[config.mk]
export PLATFORM = sky130hd
export DESIGN_NAME = highpass_stream_filter
export DESIGN_NICKNAME = d
export VERILOG_FILES = /design/src/rtl/highpass_stream_filter.sv
export SDC_FILE = /design/constraint.sdc
export NUM_CORES = 1
export LEC_CHECK = 0
export ABC_CLOCK_PERIOD_IN_PS = 18800
export CELL_PAD_IN_SITES_DETAIL_PLACEMENT = 0
export CELL_PAD_IN_SITES_GLOBAL_PLACEMENT = 2
export CORE_MARGIN = 2
export CORE_UTILIZATION = 37
export CTS_BUF_LIST = sky130_fd_sc_hd__clkbuf_4 sky130_fd_sc_hd__clkbuf_8
export DETAILED_ROUTE_END_ITERATION = 6
export GPL_TIMING_DRIVEN = 0
export PLACE_DENSITY_LB_ADDON = 0.1
export SYNTH_ARGS = -nofsm -noshare
export SYNTH_HDL_FRONTEND = slang
export SYNTH_SLANG_ARGS = --single-unit
export TNS_END_PERCENT = 30
[constraint.sdc]
create_clock -name clk -period 18.8 [get_ports clk]
set_input_delay 3.76 -clock clk [delete_from_list [all_inputs] [get_ports clk]]
set_output_delay 3.76 -clock clk [all_outputs]
set_load 0.01 [all_outputs]
[src/rtl/highpass_stream_filter.sv]
// Streaming pass-band mask: accepts a frame of bin frequencies, compares LANES bins per
// cycle against a snapshot of the live cutoff config, and returns a pass mask plus popcount.
//
// state | meaning
// IDLE  | ready for a frame; recv_rdy high
// CALC  | evaluating LANES bins per cycle from the captured frame
// DONE  | result presented; held until send_rdy
module highpass_stream_filter #(
   parameter int                      BIT_WIDTH  = 32,
   parameter int                      DECIMAL_PT = 16,
   parameter int                      N_SAMPLES  = 8,
   parameter int                      LANES      = 2,
   parameter logic [BIT_WIDTH-1:0]    RESET_LO   = 1000,
   parameter logic [BIT_WIDTH-1:0]    RESET_HI   = '1
) (
   input  logic                             clk,
   input  logic                             reset,
   input  logic                             cfg_val,
   input  logic [1:0]                       cfg_mode,
   input  logic [BIT_WIDTH-1:0]             cfg_lo,
   input  logic [BIT_WIDTH-1:0]             cfg_hi,
   input  logic                             recv_val,
   output logic                             recv_rdy,
   input  logic [BIT_WIDTH-1:0]             recv_msg [N_SAMPLES-1:0],
   output logic                             send_val,
   input  logic                             send_rdy,
   output logic [N_SAMPLES-1:0]             send_mask,
   output logic [$clog2(N_SAMPLES+1)-1:0]   send_count
);

   localparam int STEPS = N_SAMPLES / LANES;
   localparam int IW    = (STEPS > 1) ? $clog2(STEPS) : 1;
   localparam int SW    = (N_SAMPLES > 1) ? $clog2(N_SAMPLES) : 1;
   localparam int CW    = $clog2(N_SAMPLES+1);

   if (N_SAMPLES % LANES != 0) begin : g_bad_lanes
      $error("N_SAMPLES must be a multiple of LANES");
   end
   if (DECIMAL_PT > BIT_WIDTH) begin : g_bad_point
      $error("DECIMAL_PT cannot exceed BIT_WIDTH");
   end

   typedef enum logic [1:0] {IDLE, CALC, DONE} state_t;

   state_t                 state_q;
   logic [IW-1:0]          idx_q;
   logic [1:0]             mode_q, snap_mode_q;
   logic [BIT_WIDTH-1:0]   lo_q, hi_q, snap_lo_q, snap_hi_q;
   logic [BIT_WIDTH-1:0]   freq_q [N_SAMPLES-1:0];
   logic [N_SAMPLES-1:0]   mask_q, mask_d;
   logic [CW-1:0]          count_q, count_d;
   logic                   recv_rdy_q, send_val_q;

   logic [SW-1:0]          bin_idx;
   logic [BIT_WIDTH-1:0]   bin_f;
   logic                   bin_pass;

   // Strict unsigned compare; bandpass with lo >= hi falls out as all-zero naturally.
   always_comb begin
      mask_d   = mask_q;
      count_d  = count_q;
      bin_idx  = '0;
      bin_f    = '0;
      bin_pass = 1'b0;
      for (int l = 0; l < LANES; l++) begin
         bin_idx = SW'(int'(idx_q) * LANES + l);
         bin_f   = freq_q[bin_idx];
         unique case (snap_mode_q)
            2'd0:    bin_pass = (bin_f > snap_lo_q);
            2'd1:    bin_pass = (bin_f < snap_hi_q);
            2'd2:    bin_pass = (bin_f > snap_lo_q) && (bin_f < snap_hi_q);
            default: bin_pass = 1'b1;
         endcase
         mask_d[bin_idx] = bin_pass;
         count_d         = count_d + CW'(bin_pass);
      end
   end

   always_ff @(posedge clk) begin
      if (reset) begin
         state_q     <= IDLE;
         idx_q       <= '0;
         mode_q      <= 2'd0;
         lo_q        <= RESET_LO;
         hi_q        <= RESET_HI;
         snap_mode_q <= 2'd0;
         snap_lo_q   <= RESET_LO;
         snap_hi_q   <= RESET_HI;
         mask_q      <= '0;
         count_q     <= '0;
         recv_rdy_q  <= 1'b1;
         send_val_q  <= 1'b0;
      end else begin
         if (cfg_val) begin
            mode_q <= cfg_mode;
            lo_q   <= cfg_lo;
            hi_q   <= cfg_hi;
         end
         unique case (state_q)
            IDLE: begin
               if (recv_val) begin
                  // Snapshot takes the pre-write live values, so a same-cycle cfg_val
                  // only affects the following frame.
                  freq_q      <= recv_msg;
                  snap_mode_q <= mode_q;
                  snap_lo_q   <= lo_q;
                  snap_hi_q   <= hi_q;
                  mask_q      <= '0;
                  count_q     <= '0;
                  idx_q       <= '0;
                  recv_rdy_q  <= 1'b0;
                  state_q     <= CALC;
               end
            end
            CALC: begin
               mask_q  <= mask_d;
               count_q <= count_d;
               idx_q   <= idx_q + 1'b1;
               if (idx_q == IW'(STEPS-1)) begin
                  send_val_q <= 1'b1;
                  state_q    <= DONE;
               end
            end
            DONE: begin
               if (send_rdy) begin
                  send_val_q <= 1'b0;
                  recv_rdy_q <= 1'b1;
                  state_q    <= IDLE;
               end
            end
            default: state_q <= IDLE;
         endcase
      end
   end

   assign recv_rdy   = recv_rdy_q;
   assign send_val   = send_val_q;
   assign send_mask  = mask_q;
   assign send_count = count_q;

endmodule

# Yosys cells after proc, flatten, opt, wreduce, memory -nomap -nowiden
# Cells that the tools add are included.
# word_totals
register_bits	406
input_bits	327
out_inout_bits	14
# op_classes
add_sub_neg	4
order_cmp	8
n_eq_ne	8
mux	28
n_bitwise	1
n_reduce_logical	15
# op_table
cell	count
binary-select mux 32 bit (select 3 bit)	1
binary-select mux 32 bit (select 2 bit)	1
> comparator 32 bit	2
< comparator 32 bit	2
two-way mux 32 bit	2
bitwise mux 8 bit	2
case mux 8 bit (2 select lines)	1
AND reduction 3 bit	4
adder 4 x 1 -> 4 bit	2
< comparator 3 x 4 -> 1 bit (second input constant)	2
two-way mux 2 bit	4
two-way mux 8 bit	1
case mux 4 bit (2 select lines)	1
equality test 2 bit (second input constant)	3
>= comparator 3 x 1 -> 1 bit (second input constant)	2
two-way mux 1 bit	6
inequality test 2 bit (second input constant)	3
case mux 1 bit (3 select lines)	2
case mux 2 bit (3 select lines)	1
nonzero test 2 bit	3
equality test 2 x 1 -> 1 bit (second input constant)	2
logical AND 1 bit	4
zero test 2 bit	2
two-way mux 4 bit	1
8 further kinds	10

# Logic depth before layout (Yosys ltp)
# Gate-level depths: netlist (run 1).
# depth
depth_word	8
mapped_depth	17

# Worst setup path after synthesis (run 1)
# No wires, ideal clock.
# synth_path
kind	input port to flip-flop
start	in recv_val
end	reg freq_q[0] (netlist name) (enable)
setup_ps	877
t_arrival_ps	14984
slack_ps	2939
stages	5
path_buffers	2
path_cell_list	nand2b_1 or2_2 clkbuf_1 buf_2 nor2_1
# synth_via
elab_chain_len	1
# synth_lines
element	line_no	source
start: declaration	22	input logic recv_val,
AND reduction 3 bit (no line)	-	
end signal: assignment	104	freq_q <= recv_msg;
end: declaration	49	logic [BIT_WIDTH-1:0] freq_q [N_SAMPLES-1:0];
# No other way between the ends.
# A chain may end at the register's enable or synchronous reset.

# Final worst setup path (run 1)
# layout_path
start	in recv_val
end	reg freq_q[70] (netlist name) (enable)
# The elaborated chain is that of the path after synthesis.

==> impl_metrics.toml, run 1 <==
[outcome]
status = "complete, no violations"

[synthesis]
syn_nets = 1743
synth_warnings = 0
ys.flop_type = "edfxtp_1"
syn_avg_cell_area_um2 = 13.7
synth-edff-count = 256
synthCells = 1284
yosys_register_bits = 406
synth.distinct_cells = 56
async_reset_ff_frac = 0
syn_area_um2 = 17700
ys_seq_area_frac = 0.606

[floorplanning]
initial_core_util = 0.372
fp.dieW_um = 222
rows = 80
core_um2 = 47400
fp.dieArea_um2 = 49500
die_y_um = 222
pin_count = 341

[sta]
final.min_clock_period_ns = 6.28
hold_viol = 0
max_freq_mhz = 159
rsz0062_at_grt = "no"
worst_slew_pin_slew_ns = 1.08
period_share = 0.334
finClkSkew_ns = 0.0201
setup_viol = 0
slew_headroom = 0.271
maxSlewViolCount = 0

[routing]
routed_wl_um = 49500
drc = 0
wire_per_inst_um = 20.8
ant_nets = 0
dr_total_vias = 11700
drt_iter0_markers = 594
drt_pre_antenna_iters = 6
viasPerCell = 4.93

[critical_path]
critPathKind = "in2reg"
crit-reg2reg-launch = "idx_q[1]$_SDFFE_PP0P_"
cp-end-kind = "register"
crit_chain = "clkdlybuf4s50_1 -> nand2b_1 -> or2_2 -> clkbuf_1 -> buf_2 -> nor2_4 -> buf_12 -> buf_12 -> buf_12 -> buf_12"
start_kind = "input port"
cp_slowest_cell = "nor2_4"
cp.arrival_ns = 6.60
crit_fanout = 37
cp_common_cell = "buf_12"
rr_worst_depth = 14
critPathMaxStageDelay_ns = 0.49
ff2ff_setup_slack_ns = 13.07
required_ns = 19.12
r2r_end = "send_count[1]$_SDFFE_PP0P_"

[clock_network]
cts_resized = 0
cts_tree = "built"
cts_setup_buffers = 0
cts_max_level = 3
clk_latency_ns = 0.63
cts_root_buf = "clkbuf_8"
path_clk_slew_ns = 0.06
cts_sinks = 406
cts_made_buffers = 75
clockBufferDepth = 3
holdBufCountCts = 0

[placement]
globalplace.congestion = 0.803
portBuffers = 338
place_hpwl_um = 38000
placed_area_um2 = 22000

[final_layout]
area_growth_syn_to_layout_pct = 33.1
drive_above_1_share = 0.122
fin_area_um2 = 23500
nets = 2165
antenna_cells = 0
multi_input_area_um2 = 6450
n_fill_cell = 4207
seqCellArea_um2 = 10700
final_util = 0.495

[global_route]
grt-ovfl-total = 0
grt_max_degree = 38
grt_pass1_vias = 12300
grt_usage = 0.202
grt_pass1_wl_um = 74200
antenna_found_initial = 8

[power_and_ir_drop]
power_leakage_uw = 0.00886
powerDensity_nw_per_um2 = 92.0
power_uw = 2160
peakVddDrop_uv = 56.7

[min_path]
min_delay_worst_endpoint = "snap_lo_q[2]$_SDFFE_PP0P_"
min_path_type = "reg2reg"
hold_start = "lo_q[2]$_SDFFE_PP0P_"
holdPathStages = 2

[job]
maxCapViolCount = 0
==> layout by cell type (no fill, tap or decap), drive strengths merged, types with 64 or more instances in the layout <==
master / instances
mux4: 64
clkbuf: 154
nand2: 87
nor2: 87
inv: 71
dfxtp: 150
edfxtp: 256
ha: 131
a211o: 77
a21oi: 83
clkdlybuf4s50: 338
==> cells by family after synthesis <==
| group | share of synthesized area |
|---|---|
| buffers and inverters | 0.0291 |
| AO/OA/AOI/OAI | 0.0947 |
| AND/OR/NAND/NOR | 0.0790 |
| adder cells (fa/ha/maj) | 0.0940 |
| flip-flops | 0.606 |
| multiplexers | 0.0975 |
==> stage by stage <==
step,hold WS [ns],setup TNS (ns),cells,setup WS (ns)
final,0.446,0,2381,12.52
after global routing,0.466,0,2381,12.40
after CTS,0.440,0,2381,12.58
after detailed placement,0.440,0,2244,11.88
after global placement,0.436,-359.46,2237,-1.46
after floorplan,0.427,0,1284,2.94
==> flip-flops by register name, indices dropped and copies added (netlist names) <==
| signal | cells |
|---|---|
| freq_q | 256 |
| hi_q | 32 |
| lo_q | 32 |
| snap_hi_q | 32 |
| snap_lo_q | 32 |
| send_mask | 8 |
| send_count | 4 |
| idx_q | 2 |
| mode_q | 2 |
| snap_mode_q | 2 |
| state_q | 2 |
| recv_rdy | 1 |
| send_val | 1 |
==> worst max-delay path, delay by kind of cell <==
kind	cells	cell delay, ns
buf+inv	7	1.83
simple gates	3	0.90
==> area by class of cell <==
type / instances / area share
multi-input combinational: 747 / 0.275
clock buffer: 106 / 0.0557
timing repair buffer: 345 / 0.150
clock inverter: 31 / 0.00975
inverter: 69 / 0.0110
sequential: 406 / 0.455
tap: 615 / 0.0328
buffer: 62 / 0.0109
==> power by group <==
group,total [µW],switching (µW),leakage (µW),internal (µW)
clock,859,368,0.000803,491
combinational,291,143,0.00445,147
sequential,1010,14.6,0.00361,996
==> how the worst max path moves through the flow <==
stage,cells after the start,slack (ns),end,start
3_3_place_gp,6,-1.46,freq_q[6]$_DFFE_PP_,recv_val
4_1_cts,10,12.58,freq_q[6]$_DFFE_PP_,recv_val
6_report,10,12.52,freq_q[70]$_DFFE_PP_,recv_val
3_5_place_dp,10,11.88,freq_q[6]$_DFFE_PP_,recv_val
2_1_floorplan,5,2.94,freq_q[0]$_DFFE_PP_,recv_val
5_1_grt,10,12.40,freq_q[70]$_DFFE_PP_,recv_val
==> synthesized netlist by cell type (2+ instances only) <==
library cell    n  area share
mux2i_1        28       0.016
nand4b_1        4      0.0020
nor3_1          7      0.0020
a211oi_1        3      0.0013
or2_2           2     0.00071
a221o_1         3      0.0017
o21ai_1         4      0.0011
nand2_1        87       0.018
inv_1          69       0.015
a21oi_1        83       0.024
a221oi_1        2     0.00099
and3_1          2     0.00071
mux4_2         64       0.082
nor2b_1        43       0.015
or3_1           2     0.00071
edfxtp_1      256        0.44
nor2_1         87       0.018
a211o_1        77       0.038
o211ai_1        7      0.0030
nand4_1        12      0.0043
dfxtp_1       150        0.17
o21ai_0        11      0.0031
and4_1         10      0.0050
o2111ai_1       7      0.0035
buf_1           3     0.00064
buf_2           9      0.0026
nand3_1        21      0.0060
ha_1          131       0.093
nand2b_1        4      0.0014
o21a_1          6      0.0026
o31ai_2         4      0.0028
a21o_1         14      0.0060
a2111oi_0       2     0.00099
clkbuf_1       48       0.010
==> per-layer routing <==
metal	wire length (µm)	part of all wire	global-route usage
met5	80	0.0016	0
met4	613	0.012	0.0552
met3	3390	0.069	0.0582
met2	22100	0.45	0.312
met1	23300	0.47	0.279
Power figures use the tool's default switching activity.
==> run 2: changes to the inputs <==
--- a/config.mk
+++ b/config.mk
@@ -5,11 +5,11 @@
 export SDC_FILE = /design/constraint.sdc
 export NUM_CORES = 1
 export LEC_CHECK = 0
-export ABC_CLOCK_PERIOD_IN_PS = 18800
+export ABC_CLOCK_PERIOD_IN_PS = 5500
 export CELL_PAD_IN_SITES_DETAIL_PLACEMENT = 0
 export CELL_PAD_IN_SITES_GLOBAL_PLACEMENT = 2
 export CORE_MARGIN = 2
-export CORE_UTILIZATION = 37
+export CORE_UTILIZATION = 33
 export CTS_BUF_LIST = sky130_fd_sc_hd__clkbuf_4 sky130_fd_sc_hd__clkbuf_8
 export DETAILED_ROUTE_END_ITERATION = 6
 export GPL_TIMING_DRIVEN = 0
==> constraint.sdc (replaced) <==
create_clock -name clk -period 5.5 [get_ports clk]
set_input_delay 1.1 -clock clk [delete_from_list [all_inputs] [get_ports clk]]
set_output_delay 1.1 -clock clk [all_outputs]
set_load 0.01 [all_outputs]
==> run 2 against run 1 <==
Compared with the run above:
- worst hold slack about the same
- critical path depth up 6
- via count about the same
- sequential share of layout area decreased by 0.10 points
- final cell count grew 2.8%
- register-to-register slack got worse by 13 ns
- non-clock buffer count rose by 1
- core utilization decreased by 4.9 points
- largest cell class unchanged
- wire length grew 5.3%
- flip-flop and latch count unchanged
- die area rose by 12%
- clock skew decreased by 0.0011 ns
==> impl_metrics.toml, run 2 (synthesized netlist as in run 1, its figures left out) <==
[global_route]
grt_usage = 0.190
grt_pass1_wl_um = 77600
grtUsageMet1 = 0.260
met3_usage = 0.0501
grt_max_degree = 37
grt-ovfl-total = 0
antenna_found_initial = 7
grt_pass1_vias = 12300
top_usage_layer = "met2"
gr-usage-met2 = 0.294

[sta]
worst_slew_pin_slew_ns = 0.905
setup_viol = 0
slew_headroom = 0.397
maxSlewViolCount = 0
final.min_clock_period_ns = 5.16
hold_viol = 0
period_share = 0.938
max_freq_mhz = 194
rsz0062_at_grt = "no"
fin_setup_tns_ns = 0
finClkSkew_ns = 0.0190

[power_and_ir_drop]
power_frac_comb = 0.139
p_clk_frac = 0.386
power.switching_uw = 1810
powerDensity_nw_per_um2 = 309
p_seq_frac = 0.475
p_int_uw = 5450
power_leakage_uw = 0.00884
swShare = 0.250
peakVddDrop_uv = 156

[clock_network]
cts_root_buf = "clkbuf_8"
clk_latency_ns = 0.65
cts_sinks = 406
path_clk_slew_ns = 0.06
cts_max_level = 3
cts_tree = "built"
clockBufferDepth = 3
holdBufCountCts = 0
cts_setup_buffers = 0
cts_made_buffers = 74

[job]
maxCapViolCount = 0

[final_layout]
largest_register_ffs = 256
top_register = "freq_q"
n_fill_cell = 4886
fin_area_um2 = 23500
area_growth_syn_to_layout_pct = 33.4
nets = 2165
multi_input_area_um2 = 6480
final_util = 0.446
drive_above_1_share = 0.125
stdcell_count = 2448
seqCellArea_um2 = 10700
final_common_cell = "clkdlybuf4s50_1"
final_cell_mix = "clkdlybuf4s50_1 (338), edfxtp_1 (256), dfxtp_1 (150)"

[routing]
wire_per_inst_um = 21.3
dr_total_vias = 11700
drt_pre_antenna_iters = 4
ant_nets = 0
drt_iter0_markers = 606
routed_wl_um = 52100
viasPerCell = 4.80
drc = 0

[floorplanning]
initial_core_util = 0.335
fp.dieW_um = 235
core_um2 = 52800
fp.dieArea_um2 = 55400
rows = 84
pin_count = 341
die_y_um = 235

[placement]
portBuffers = 338
place_hpwl_um = 39700
placed_area_um2 = 22100
dp.cells = 2318
globalplace.congestion = 0.803

[critical_path]
cp_slowest_cell = "clkbuf_1"
cp_top_family = "compound AO/OA/AOI/OAI gates"
crit_fanout = 10
critPathMaxStageDelay_ns = 0.59
critPathKind = "reg2reg"
start_kind = "register"
crit_chain = "clkdlybuf4s15_2 -> clkbuf_1 -> mux4_2 -> ha_1 -> and4_1 -> o211ai_1 -> a21oi_1 -> o21ai_1 -> a2111o_1 -> nand3_2 -> inv_1 -> fa_1 -> ha_1 -> nor2_1 -> o21ai_1 -> a21oi_1"
required_ns = 6.07
cp-end-kind = "register"
cp_num_buf_inv = 3
cp.arrival_ns = 5.73

[outcome]
status = "complete, no violations"

[min_path]
min_path_type = "reg2reg"
[run 2: routing by layer]
layer  share of wire  routed length, µm  vias up
li1                -                  -     5711
met5          0.0013                 69        -
met3           0.061               3180       74
met2            0.45              23500      304
met4           0.017                912       12
met1            0.47              24400     5647
[run 2: area by class of cell]
cell class	instances	area share
diodes	2	0.000213
plain buffers	62	0.0122
clock buffers	105	0.0542
clock inverters	23	0.00606
inverters	69	0.0110
multi-input cells	747	0.275
flip-flops and latches	406	0.454
well taps	688	0.0366
repair buffers	346	0.151
[run 2: power by group through the flow]
| stage | Sequential [µW] | Clock (µW) | Combinational [µW] |
|---|---|---|---|
| after floorplan | 3510 | 0 | 528 |
| after CTS | 3450 | 2920 | 1020 |
| final | 3450 | 2800 | 1010 |
| after global routing | 3470 | 3060 | 1130 |
| after detailed placement | 3520 | 0 | 1020 |
| after global placement | 3530 | 0 | 987 |
[run 2: metrics by stage]
step	hold WS (ns)	power, µW	worst slack (ns)
floorplan	0.427	4040	-0.316
global placement	0.437	4520	-2.43
detailed placement	0.438	4530	-0.585
CTS	0.445	7400	0.0292
global route	0.468	7650	0.0302
finish	0.445	7270	0.343
[run 2: final timing paths]
kind | depth (start not counted) | end | startpoint | slack, ns
min reg2reg | 1 | snap_hi_q[7]$_SDFFE_PP1P_ | hi_q[7]$_SDFFE_PP1P_ | 0.45
min | 1 | snap_hi_q[7]$_SDFFE_PP1P_ | hi_q[7]$_SDFFE_PP1P_ | 0.45
max | 16 | send_count[2]$_SDFFE_PP0P_ | idx_q[1]$_SDFFE_PP0P_ | 0.34
max reg2reg | 16 | send_count[2]$_SDFFE_PP0P_ | idx_q[1]$_SDFFE_PP0P_ | 0.34
[run 2: worst reg2reg max path, stage by stage (launching register included)]
cell and delay (ns):
dfxtp_1 0.46, clkdlybuf4s15_2 0.53, clkbuf_1 0.60, mux4_2 0.46, ha_1 0.32, and4_1 0.26
o211ai_1 0.11, a21oi_1 0.31, o21ai_1 0.26, a2111o_1 0.50, nand3_2 0.24, inv_1 0.11
fa_1 0.42, ha_1 0.21, nor2_1 0.10, o21ai_1 0.06, a21oi_1 0.11
[run 2: repair_timing]
action,CTS,global route
pin swaps,0,0
gates cloned,0,0
setup endpoints to repair,4,4
resized for setup,5,11
